### src/rtl/vga_timing_gen.sv
// Raster timing generator: stage-0 pixel coordinates, line/frame strobes and PIPE-delayed sync/blank.
// Optional VTG_RGB_GATE_EN adds blank-gated r/g/b outputs with one extra aligning stage on sync/blank.
module vga_timing_gen #(
  parameter int unsigned H_ACTIVE  = 640,
  parameter int unsigned H_FP      = 16,
  parameter int unsigned H_SYNC    = 96,
  parameter int unsigned H_BP      = 48,
  parameter int unsigned V_ACTIVE  = 480,
  parameter int unsigned V_FP      = 10,
  parameter int unsigned V_SYNC    = 2,
  parameter int unsigned V_BP      = 33,
  parameter bit          HSYNC_POL = 1'b0,
  parameter bit          VSYNC_POL = 1'b0,
  parameter int unsigned PIPE      = 2
) (
  input  logic        clk,
  input  logic        rst,
  input  logic        ce,
`ifdef VTG_RGB_GATE_EN
  input  logic [7:0]  r_in,
  input  logic [7:0]  g_in,
  input  logic [7:0]  b_in,
  output logic [7:0]  r,
  output logic [7:0]  g,
  output logic [7:0]  b,
`endif
  output logic [9:0]  hc,
  output logic [9:0]  vc,
  output logic        active,
  output logic        line_start,
  output logic        frame_start,
  output logic        vblank_start,
  output logic        hsync,
  output logic        vsync,
  output logic        blank_n
);

  localparam int unsigned CW      = 10;
  localparam int unsigned H_TOTAL = H_ACTIVE + H_FP + H_SYNC + H_BP;
  localparam int unsigned V_TOTAL = V_ACTIVE + V_FP + V_SYNC + V_BP;

  localparam logic [CW-1:0] H_LAST   = CW'(H_TOTAL - 1);
  localparam logic [CW-1:0] V_LAST   = CW'(V_TOTAL - 1);
  localparam logic [CW-1:0] H_ACT_C  = CW'(H_ACTIVE);
  localparam logic [CW-1:0] V_ACT_C  = CW'(V_ACTIVE);
  localparam logic [CW-1:0] HS_BEG   = CW'(H_ACTIVE + H_FP);
  localparam logic [CW-1:0] HS_END   = CW'(H_ACTIVE + H_FP + H_SYNC - 1);
  localparam logic [CW-1:0] VS_BEG   = CW'(V_ACTIVE + V_FP);
  localparam logic [CW-1:0] VS_END   = CW'(V_ACTIVE + V_FP + V_SYNC - 1);

  // One delay-line entry: sync asserted flags (polarity applied at the pins) plus visibility.
  typedef struct packed {
    logic hs;
    logic vs;
    logic act;
  } tstage_t;

  logic [CW-1:0] hc_q, hc_d;
  logic [CW-1:0] vc_q, vc_d;
  tstage_t       stage0;
  tstage_t       pipe_q [PIPE];
  tstage_t       pipe_d [PIPE];
  tstage_t       tap;

  // Raster counters: advance on ce only, line wrap carries into the line counter.
  always_comb begin
    hc_d = hc_q;
    vc_d = vc_q;
    if (ce) begin
      if (hc_q == H_LAST) begin
        hc_d = '0;
        if (vc_q == V_LAST) begin
          vc_d = '0;
        end else begin
          vc_d = vc_q + CW'(1);
        end
      end else begin
        hc_d = hc_q + CW'(1);
      end
    end
  end

  always_comb begin
    stage0.hs  = (hc_q >= HS_BEG) && (hc_q <= HS_END);
    stage0.vs  = (vc_q >= VS_BEG) && (vc_q <= VS_END);
    stage0.act = (hc_q < H_ACT_C) && (vc_q < V_ACT_C);
  end

  // Delay line so sync/blank match a renderer with PIPE ce-cycles of latency.
  always_comb begin
    pipe_d = pipe_q;
    if (ce) begin
      pipe_d[0] = stage0;
      for (int k = 1; k < int'(PIPE); k++) begin
        pipe_d[k] = pipe_q[k-1];
      end
    end
  end

  always_ff @(posedge clk) begin
    if (rst) begin
      hc_q   <= '0;
      vc_q   <= '0;
      pipe_q <= '{default: '0};
    end else begin
      hc_q   <= hc_d;
      vc_q   <= vc_d;
      pipe_q <= pipe_d;
    end
  end

`ifdef VTG_RGB_GATE_EN
  tstage_t    out_q, out_d;
  logic [7:0] r_q, r_d;
  logic [7:0] g_q, g_d;
  logic [7:0] b_q, b_d;

  // Extra stage: colour is gated by the stage-PIPE blank and sync follows it by one ce.
  always_comb begin
    out_d = out_q;
    r_d   = r_q;
    g_d   = g_q;
    b_d   = b_q;
    if (ce) begin
      out_d = pipe_q[PIPE-1];
      if (pipe_q[PIPE-1].act) begin
        r_d = r_in;
        g_d = g_in;
        b_d = b_in;
      end else begin
        r_d = '0;
        g_d = '0;
        b_d = '0;
      end
    end
  end

  always_ff @(posedge clk) begin
    if (rst) begin
      out_q <= '0;
      r_q   <= '0;
      g_q   <= '0;
      b_q   <= '0;
    end else begin
      out_q <= out_d;
      r_q   <= r_d;
      g_q   <= g_d;
      b_q   <= b_d;
    end
  end

  assign tap = out_q;
  assign r   = r_q;
  assign g   = g_q;
  assign b   = b_q;
`else
  assign tap = pipe_q[PIPE-1];
`endif

  assign hc           = hc_q;
  assign vc           = vc_q;
  assign active       = stage0.act;
  assign line_start   = ce & ~rst & (hc_q == '0);
  assign frame_start  = ce & ~rst & (hc_q == '0) & (vc_q == '0);
  assign vblank_start = ce & ~rst & (hc_q == '0) & (vc_q == V_ACT_C);
  assign hsync        = tap.hs ? HSYNC_POL : ~HSYNC_POL;
  assign vsync        = tap.vs ? VSYNC_POL : ~VSYNC_POL;
  assign blank_n      = tap.act;

endmodule
### config.mk
export PLATFORM = sky130hd
export DESIGN_NAME = vga_timing_gen
export DESIGN_NICKNAME = d
export VERILOG_FILES = /design/src/rtl/vga_timing_gen.sv
export SDC_FILE = /design/constraint.sdc
export NUM_CORES = 1
export LEC_CHECK = 0
export ABC_AREA = 1
export BUFFER_PORTS_ARGS = -buffer_cell sky130_fd_sc_hd__buf_2
export CORE_MARGIN = 2
export CORE_UTILIZATION = 45
export DETAILED_ROUTE_END_ITERATION = 8
export PLACE_DENSITY = 0.68
export SETUP_SLACK_MARGIN = 0.4
export SYNTH_ARGS = -nofsm -noshare
export SYNTH_HDL_FRONTEND = slang
export SYNTH_SLANG_ARGS = --single-unit
### constraint.sdc
create_clock -name clk -period 1.4 [get_ports clk]
set_input_delay 0.35 -clock clk [delete_from_list [all_inputs] [get_ports clk]]
set_output_delay 0.35 -clock clk [all_outputs]
set_load 0.02 [all_outputs]
==> results of run 1 <==
-- worst max-delay path, delay by kind of cell (launching register included) --
family / cells / cell delay, ns
AND/OR/NAND/NOR: 3 / 0.60
buffers and inverters: 2 / 0.29
flip-flops: 1 / 0.39
-- cells in the mapped netlist (2+ instances only) --
master	count	share of area [%]
o21ai_0	13	4.3
nand2_1	46	11
nand4_1	6	2.5
inv_2	2	0.50
a21oi_1	10	3.3
xor2_1	2	1.2
nor2_1	44	11
dfxtp_1	26	35
nand2_2	3	1.2
clkbuf_1	2	0.50
nand3_2	2	1.3
o21ai_1	2	0.67
ha_1	5	4.2
nand2_4	3	2.2
nor3_1	7	2.3
nor2_2	2	0.83
inv_1	32	8.0
nand3_1	15	5.0
-- what timing repair did --
action / in CTS / in global routing
gates resized for setup: 133 / 58
endpoints found under the setup margin: 50 / 49
buffers inserted: 16 / 20
hold endpoints to repair: 0 / 0
pin swaps: 20 / 24
gates cloned: 1 / 0
-- kinds of logic after synthesis --
family	synth area share [%]
xor+xnor	1.164
simple gates	41.40
fa+ha+maj	4.156
flops	34.58
compound gates	9.393
buf+inv	9.310
-- layout make-up --
type	count	share of cell area, %
clock buffer	3	0.7509
clock inverter	1	0.1252
inverter	34	4.923
multi-input combinational	168	41.26
sequential	26	19.48
tap	44	1.836
timing repair buffer	99	31.62
-- per-stage QoR --
step                worst slack [ns]  utilization, %
finish                       -0.5836           95.88
global route                 -0.6260           95.88
CTS                          -0.4425           84.60
detailed placement           -0.3022           65.12
global placement             -0.2811           65.12
floorplan                   -0.08807               -
-- power by group through the flow --
stage / registers, W / logic (W) / clock network (W)
after floorplan: 0.000777 / 0.0000728 / 0
after global placement: 0.000766 / 0.000143 / 0
after detailed placement: 0.000767 / 0.000145 / 0
after CTS: 0.000749 / 0.000209 / 0.000341
after global routing: 0.000748 / 0.000276 / 0.000374
final: 0.000746 / 0.000266 / 0.000364
-- worst min-delay path by stage --
stage	from	to	slack, ns	depth (start not counted)
4_1_cts	rst	vc[8]	0.32	3
3_3_place_gp	pipe_q[2]	pipe_q[2]	0.44	2
5_1_grt	rst	hc[6]	0.35	3
6_report	rst	hc[7]	0.34	3
2_1_floorplan	rst	vc[8]	0.41	1
3_5_place_dp	pipe_q[1]	pipe_q[1]	0.44	2
-- layer usage --
metal | part of all wire [%] | up-vias | global-route usage, %
met2 | 46 | 215 | 48.12
li1 | - | 942 | -
met4 | 7.2 | 0 | 9.422
met3 | 11 | 88 | 3.520
met5 | 0 | - | 0
met1 | 36 | 1080 | 37.22
-- state kept, by name, indices dropped and copies added (netlist names) --
signal	cells
blank_n	1
pipe_q	5
vc	10
hc	10
==> flow_summary.toml, run 1 <==
[power_and_ir_drop]
pwr-share-seq_pct = 54.2
comb_power_share_pct = 19.3
total_power_w = 0.001375
switching_share_pct = 30.49
peakVddDrop_uv = 301.5
p_clk_share_pct = 26.5
cell_internal_pwr_w = 0.0009557
p_leak_nw = 1.406
p_sw_w = 0.0004192
power_density_mw_per_mm2 = 458.4

[floorplanning]
initial_core_util_pct = 48.12
die_h_um = 61.84
die_w_um = 61.84
die_area_mm2 = 0.003824
rows = 20
core-area_mm2 = 0.003128
io_pins = 30

[timing]
slew_headroom_pct = 77.86
tns_ns = -5.093
fin_crit_sh_pct = 141.7
slew_viol_final = 0
skew_ns = 0.01147
period_needed_ns = 1.984
finalSetupViolCount = 25
whs_ns = 0.3410
fmaxAchievable_mhz = 504.1
hold_violations = 0
fin_ws_ns = -0.5836
tightest_slew_ns = 0.3286
rsz0062_at_grt = "true"

[setup_path]
worstSetupEndpointType = "primary output"
cp_cell_sequence = "nor4_4 -> nand4_1 -> buf_6 -> nor2_4 -> buf_6"
r2r_slack_ns = -0.26
worst_r2r_startpoint = "hc[2]"
worstPathArrival_ns = 1.63
reg2reg_depth = 10
crit_path_end = "frame_start"
cpMostUsedCell = "buf_6"
start_kind = "flop"
worstPathRequired_ns = 1.05
worst-setup-path-type = "flop to primary output"
r2r-end = "vc[7]"
startpoint = "hc[2]"
crit_fanout = 3
slowest_delay_ns = 0.39
cp_slowest_cell = "dfxtp_4"

[global_route]
grt_pass1_wl_mm = 8.031
antenna_found_initial = 0
grt_usage_pct = 28.36
grt_pass1_vias = 1780
grt_max_degree = 15
grt_overflow = 0

[logic_synthesis]
synth_seq_cells = 26
yosysSeqAreaShare_pct = 34.58
postSynthCellCount = 230
netlist_area_mm2 = 0.001505
yosysWarnings = 0
synth_nets = 238
avgSynthCellArea_um2 = 6.544
synth_flop_cell = "dfxtp_1"
postSynth.asyncResetShare_pct = 0
synth_edf_count = 0
ys_types = 26

[clocking]
clk_pin_slew_ns = 0.16
postCtsHoldBufs = 0
numCtsBuffers = 3
cts_buffer_depth = 2
root_buffer = "clkbuf_4"
htree_levels = 1
cts_tree = "done"
cts.sinks = 26
insertion_delay_ns = 0.35

[finish]
nets = 340
layout_commonest_cell = "buf_6"
antennaDiodeCount = 0
drive_gt1_share_pct = 63.75
regArea_um2 = 584.3
stdcell_count = 375
n_fill_cell = 69
mostFrequentLayoutCells = "buf_6, buf_4, nand2_1"
finalInstanceArea_mm2 = 0.002999
multi_input_area_mm2 = 0.001237
area_growth_pct = 99.25

[drt]
wire_per_inst_um = 21.71
vias = 2325
vias_per_cell = 6.200
drt-pass1-iter-count = 9
postRouteAntennaNets = 0
drc_errors = 0
first_iter_violations = 299
drt_wl_total_mm = 8.140

[hold_path]
hold_path.class = "primary input to flop"

[placed_design]
portBuffers = 29
place.gp.congestion = 0.9128
place_area_mm2 = 0.002037
dp.cells = 334
dp_hpwl_mm = 3.028

[run_status]
violations = "setup timing"
status = "finished with violations"

[job]
maxCapViolCount = 0
Power figures use the tool's default switching activity.
==> run 2: changes to the inputs <==
--- a/config.mk
+++ b/config.mk
@@ -10,6 +10,7 @@
 export CORE_MARGIN = 2
 export CORE_UTILIZATION = 45
 export DETAILED_ROUTE_END_ITERATION = 8
+export GPL_TIMING_DRIVEN = 0
 export PLACE_DENSITY = 0.68
 export SETUP_SLACK_MARGIN = 0.4
 export SYNTH_ARGS = -nofsm -noshare
==> run 2 against run 1 <==
Net effect:
- the run still ends with setup timing left
- die area did not move
- worst setup slack better by 0.083 ns
- worst hold slack got worse by 0.082 ns
- non-clock buffer count down 32
- design area down 10%
- total power increased by 3.5%
- critical endpoint unchanged
- largest power group unchanged
- highest routed layer unchanged
==> flow_summary.toml, run 2 (synthesis results as in run 1) <==
[run_status]
status = "finished with violations"
violations = "setup timing"

[power_and_ir_drop]
peakVddDrop_uv = 398.5
power_density_mw_per_mm2 = 527.4
p_leak_nw = 1.174

[timing]
skew_ns = 0.01018
hold_violations = 0
slew_viol_final = 0
tightest_slew_ns = 0.4228
finalSetupViolCount = 21
slew_headroom_pct = 71.81
period_needed_ns = 1.900
rsz0062_at_grt = "true"
fin_crit_sh_pct = 135.7
fin_ws_ns = -0.5003
fmaxAchievable_mhz = 526.2
tns_ns = -4.041

[floorplanning]
die_w_um = 61.84
die_h_um = 61.84
core-area_mm2 = 0.003128
rows = 20
initial_core_util_pct = 48.12
die_area_mm2 = 0.003824
io_pins = 30

[finish]
fin_util_pct = 86.24
area_growth_pct = 79.22
finalInstanceArea_mm2 = 0.002698
layout_commonest_cell = "buf_6"
mostFrequentLayoutCells = "buf_6, nand2_1, nor2_1"
antennaDiodeCount = 0
n_fill_cell = 155
nets = 308
drive_gt1_share_pct = 57.86

[setup_path]
worst-setup-path-type = "flop to primary output"
worstPathArrival_ns = 1.55
r2r-end = "vc[6]"
crit_fanout = 3
worst_r2r_startpoint = "vc[1]"
cpMostUsedCell = "buf_6"
worstSetupEndpointType = "primary output"
cp_slowest_cell = "dfxtp_4"
worst-path-buf-inv = 4
start_kind = "flop"
r2r_slack_ns = -0.24
cp_top_family = "buffers and inverters"
reg2reg_depth = 9
worstPathRequired_ns = 1.05
slowest_delay_ns = 0.39
cp_cell_sequence = "inv_4 -> ha_4 -> nand3_2 -> inv_2 -> nand4_1 -> buf_6 -> nor2_4 -> buf_6"

[clocking]
numCtsBuffers = 3
insertion_delay_ns = 0.33
clk_pin_slew_ns = 0.17
postCtsHoldBufs = 0
htree_levels = 1
cts_buffer_depth = 2
cts_tree = "done"
cts.sinks = 26
root_buffer = "clkbuf_4"

[global_route]
met3_usage_pct = 4.555
grt_util_met1_pct = 35.39
grt_pass1_wl_mm = 7.665
antenna_found_initial = 0
grt-busiest-layer = "met2"
grt_pass1_vias = 1669
grt_usage_pct = 26.91
grt_max_degree = 16
grt_overflow = 0
met2_usage_pct = 43.01

[job]
maxCapViolCount = 0

[drt]
drt_wl_total_mm = 5.623
vias_per_cell = 5.595
drt-pass1-iter-count = 6
vias = 1919
first_iter_violations = 120
postRouteAntennaNets = 0
wire_per_inst_um = 16.39
drc_errors = 0

[hold_path]
min_to = "vc[8]"
hold_path.class = "primary input to flop"
hold_path_startpoint = "rst"
hold_depth = 2

[placed_design]
dp_hpwl_mm = 2.704
portBuffers = 29
place_area_mm2 = 0.001794
place.gp.congestion = 0.9089
run 2: changes by cell type in the layout (fill, tap and decap cells not counted), sizes merged:
| cell | change |
|---|---|
| buf | -34 |
| clkinv | -2 |
| inv | +1 |
| clkbuf | +3 |
run 2: power by group:
part           switching [W]  total (W)  internal (W)
logic               0.000116   0.000210     0.0000931
registers          0.0000125   0.000739      0.000726
clock network       0.000256   0.000474      0.000218
total               0.000385    0.00142       0.00104
run 2: worst max-delay path by stage:
| stage | startpoint | end | slack (ns) | depth (start not counted) |
|---|---|---|---|---|
| final | hc[0] | frame_start | -0.50 | 8 |
| after global routing | vc[3] | frame_start | -0.54 | 4 |
| after CTS | hc[2] | frame_start | -0.42 | 5 |
| after detailed placement | ce | frame_start | -0.57 | 6 |
| after global placement | ce | frame_start | -0.56 | 6 |
| after floorplan | hc[2] | frame_start | -0.09 | 3 |
run 2: cell type report:
| cell class | count | area, um^2 | area share [%] |
|---|---|---|---|
| Inverter | 34 | 142.6 | 5.288 |
| Clock buffer | 4 | 47.55 | 1.763 |
| Buffer | 3 | 13.76 | 0.5102 |
| Timing Repair Buffer | 64 | 671.9 | 24.91 |
| Multi-Input combinational cell | 168 | 1172 | 43.46 |
| Sequential cell | 26 | 594.3 | 22.03 |
| Tap cell | 44 | 55.05 | 2.041 |
run 2: through the flow:
step	power, W	hold WS, ns	cells	setup slack (ns)
2_1_floorplan	0.0008503	0.4117	230	-0.08807
3_3_place_gp	0.0008873	0.4382	303	-0.5643
3_5_place_dp	0.0008890	0.4426	303	-0.5690
4_1_cts	0.001395	0.2647	334	-0.4174
5_1_grt	0.001457	0.2680	343	-0.5351
6_report	0.001423	0.2593	343	-0.5003
run 2: layer usage:
layer,up-vias,routed length (um)
met5,-,0
met2,120,2650
li1,878,-
met4,0,225
met3,28,468
met1,893,2278
run 2: timing repair:
action,in CTS,in global routing
endpoints found under the setup margin,51,50
pin swaps,22,25
setup buffers,26,9
gates resized for setup,120,50
gates cloned,1,0
==> run 3: changes to the inputs <==
--- a/config.mk
+++ b/config.mk
@@ -12,7 +12,7 @@
 export DETAILED_ROUTE_END_ITERATION = 8
 export GPL_TIMING_DRIVEN = 0
 export PLACE_DENSITY = 0.68
-export SETUP_SLACK_MARGIN = 0.4
+export SETUP_SLACK_MARGIN = 0.3
 export SYNTH_ARGS = -nofsm -noshare
 export SYNTH_HDL_FRONTEND = slang
 export SYNTH_SLANG_ARGS = --single-unit
==> run 3 against run 2 <==
Net effect:
- the run still ends with setup timing left
- sequential share of layout area is 1.7 points lower
- fmax shrank 4.2%
- total power rose by 2.0%
- first-iteration DRC count grew 130%
- register-to-register slack worse by 0.12 ns
- routed wire length up 31%
- sequential cell count is the same
- sequential power hardly changed
- combinational power increased by 14%
==> flow_summary.toml, run 3 (synthesis results as in run 1) <==
[floorplanning]
die_h_um = 61.84
io_pins = 30
initial_core_util_pct = 48.12
die_area_mm2 = 0.003824
rows = 20
core-area_mm2 = 0.003128
die_w_um = 61.84

[timing]
whs_ns = 0.2917
fmaxAchievable_mhz = 503.9
fin_crit_sh_pct = 141.8
tightest_slew_ns = 0.4658
hold_violations = 0
fin_ws_ns = -0.5845
rsz0062_at_grt = "true"
slew_headroom_pct = 68.95
finalSetupViolCount = 28
tns_ns = -6.466
skew_ns = 0.008522
slew_viol_final = 0
period_needed_ns = 1.985

[clocking]
numCtsBuffers = 3
cts_tree = "done"
root_buffer = "clkbuf_4"
cts_buffer_depth = 2
clk_pin_slew_ns = 0.15
htree_levels = 1
insertion_delay_ns = 0.35
cts.sinks = 26

[hold_path]
hold_path.class = "primary input to flop"
hold_path_startpoint = "rst"

[global_route]
grt_pass1_wl_mm = 8.542
grt_overflow = 0
grt_usage_pct = 30.87
grt_max_degree = 16
grt_pass1_vias = 1814
antenna_found_initial = 0

[placed_design]
portBuffers = 29
dp_hpwl_mm = 2.690
place_area_mm2 = 0.001787
dp.cells = 303
place.gp.congestion = 0.8845

[finish]
fin_util_pct = 93.24
antennaDiodeCount = 0
nets = 329
finalInstanceArea_mm2 = 0.002917
stdcell_count = 364
mostFrequentLayoutCells = "buf_6, nand2_1, nor2_1"
drive_gt1_share_pct = 60.31
area_growth_pct = 93.77
layout_commonest_cell = "buf_6"

[setup_path]
worstPathRequired_ns = 1.05
worstPathArrival_ns = 1.63
worstSetupEndpointType = "primary output"
worst-path-buf-inv = 4
start_kind = "flop"
cp_cell_sequence = "inv_1 -> nand3_2 -> inv_2 -> nand4_1 -> buf_6 -> nor2_4 -> buf_6"
worst-setup-path-type = "flop to primary output"
startpoint = "hc[3]"
slowest_delay_ns = 0.41
cpMostUsedCell = "buf_6"
cp_top_family = "buffers and inverters"
cp_slowest_cell = "dfxtp_4"
worst_r2r_startpoint = "vc[0]"
crit_fanout = 6

[drt]
vias_per_cell = 5.904
postRouteAntennaNets = 0
first_iter_violations = 273
drt-pass1-iter-count = 5
drc_errors = 0
wire_per_inst_um = 20.28
drt_wl_total_mm = 7.381
vias = 2149

[run_status]
status = "finished with violations"
violations = "setup timing"

[job]
maxCapViolCount = 0

[power_and_ir_drop]
peakVddDrop_uv = 528.1
power_density_mw_per_mm2 = 497.4
p_leak_nw = 1.322
## run 3: per-stage QoR
stage	setup WS (ns)	total power, W
global route	-0.6843	0.001510
CTS	-0.4233	0.001402
global placement	-0.5509	0.0008861
finish	-0.5845	0.001451
floorplan	-0.08807	0.0008489
detailed placement	-0.5549	0.0008874
## run 3: what timing repair did
| action | in CTS | in global routing |
|---|---|---|
| hold buffers | 0 | 0 |
| resized for setup | 143 | 44 |
| setup buffers | 35 | 21 |
| pin swaps | 32 | 16 |
| cloned | 1 | 0 |
| setup endpoints to repair | 48 | 50 |
## run 3: final timing paths
kind	to	slack, ns	depth (start not counted)
min	hc[7]	0.29	2
max reg2reg	vc[0]	-0.36	13
min reg2reg	blank_n	0.51	2
max	frame_start	-0.58	7
## run 3: routing by layer
metal  GRT usage [%]  wire, um
met3           5.797       703
met4           11.55       574
met5               0         0
met2           53.98      3431
met1           37.50      2672
## run 3: final cells by class
type / count / area [um^2]
clock buffer: 4 / 47.55
fill: 99 / 211.5
buffer: 3 / 13.76
multi-input combinational: 168 / 1202
sequential: 26 / 594.3
inverter: 34 / 147.6
tap: 44 / 55.05
timing repair buffer: 85 / 855.8
## run 3: power by group
group,internal [W],switching [W]
clock,0.000219,0.000252
combinational,0.000107,0.000132
sequential,0.000726,0.0000137
total,0.00105,0.000398
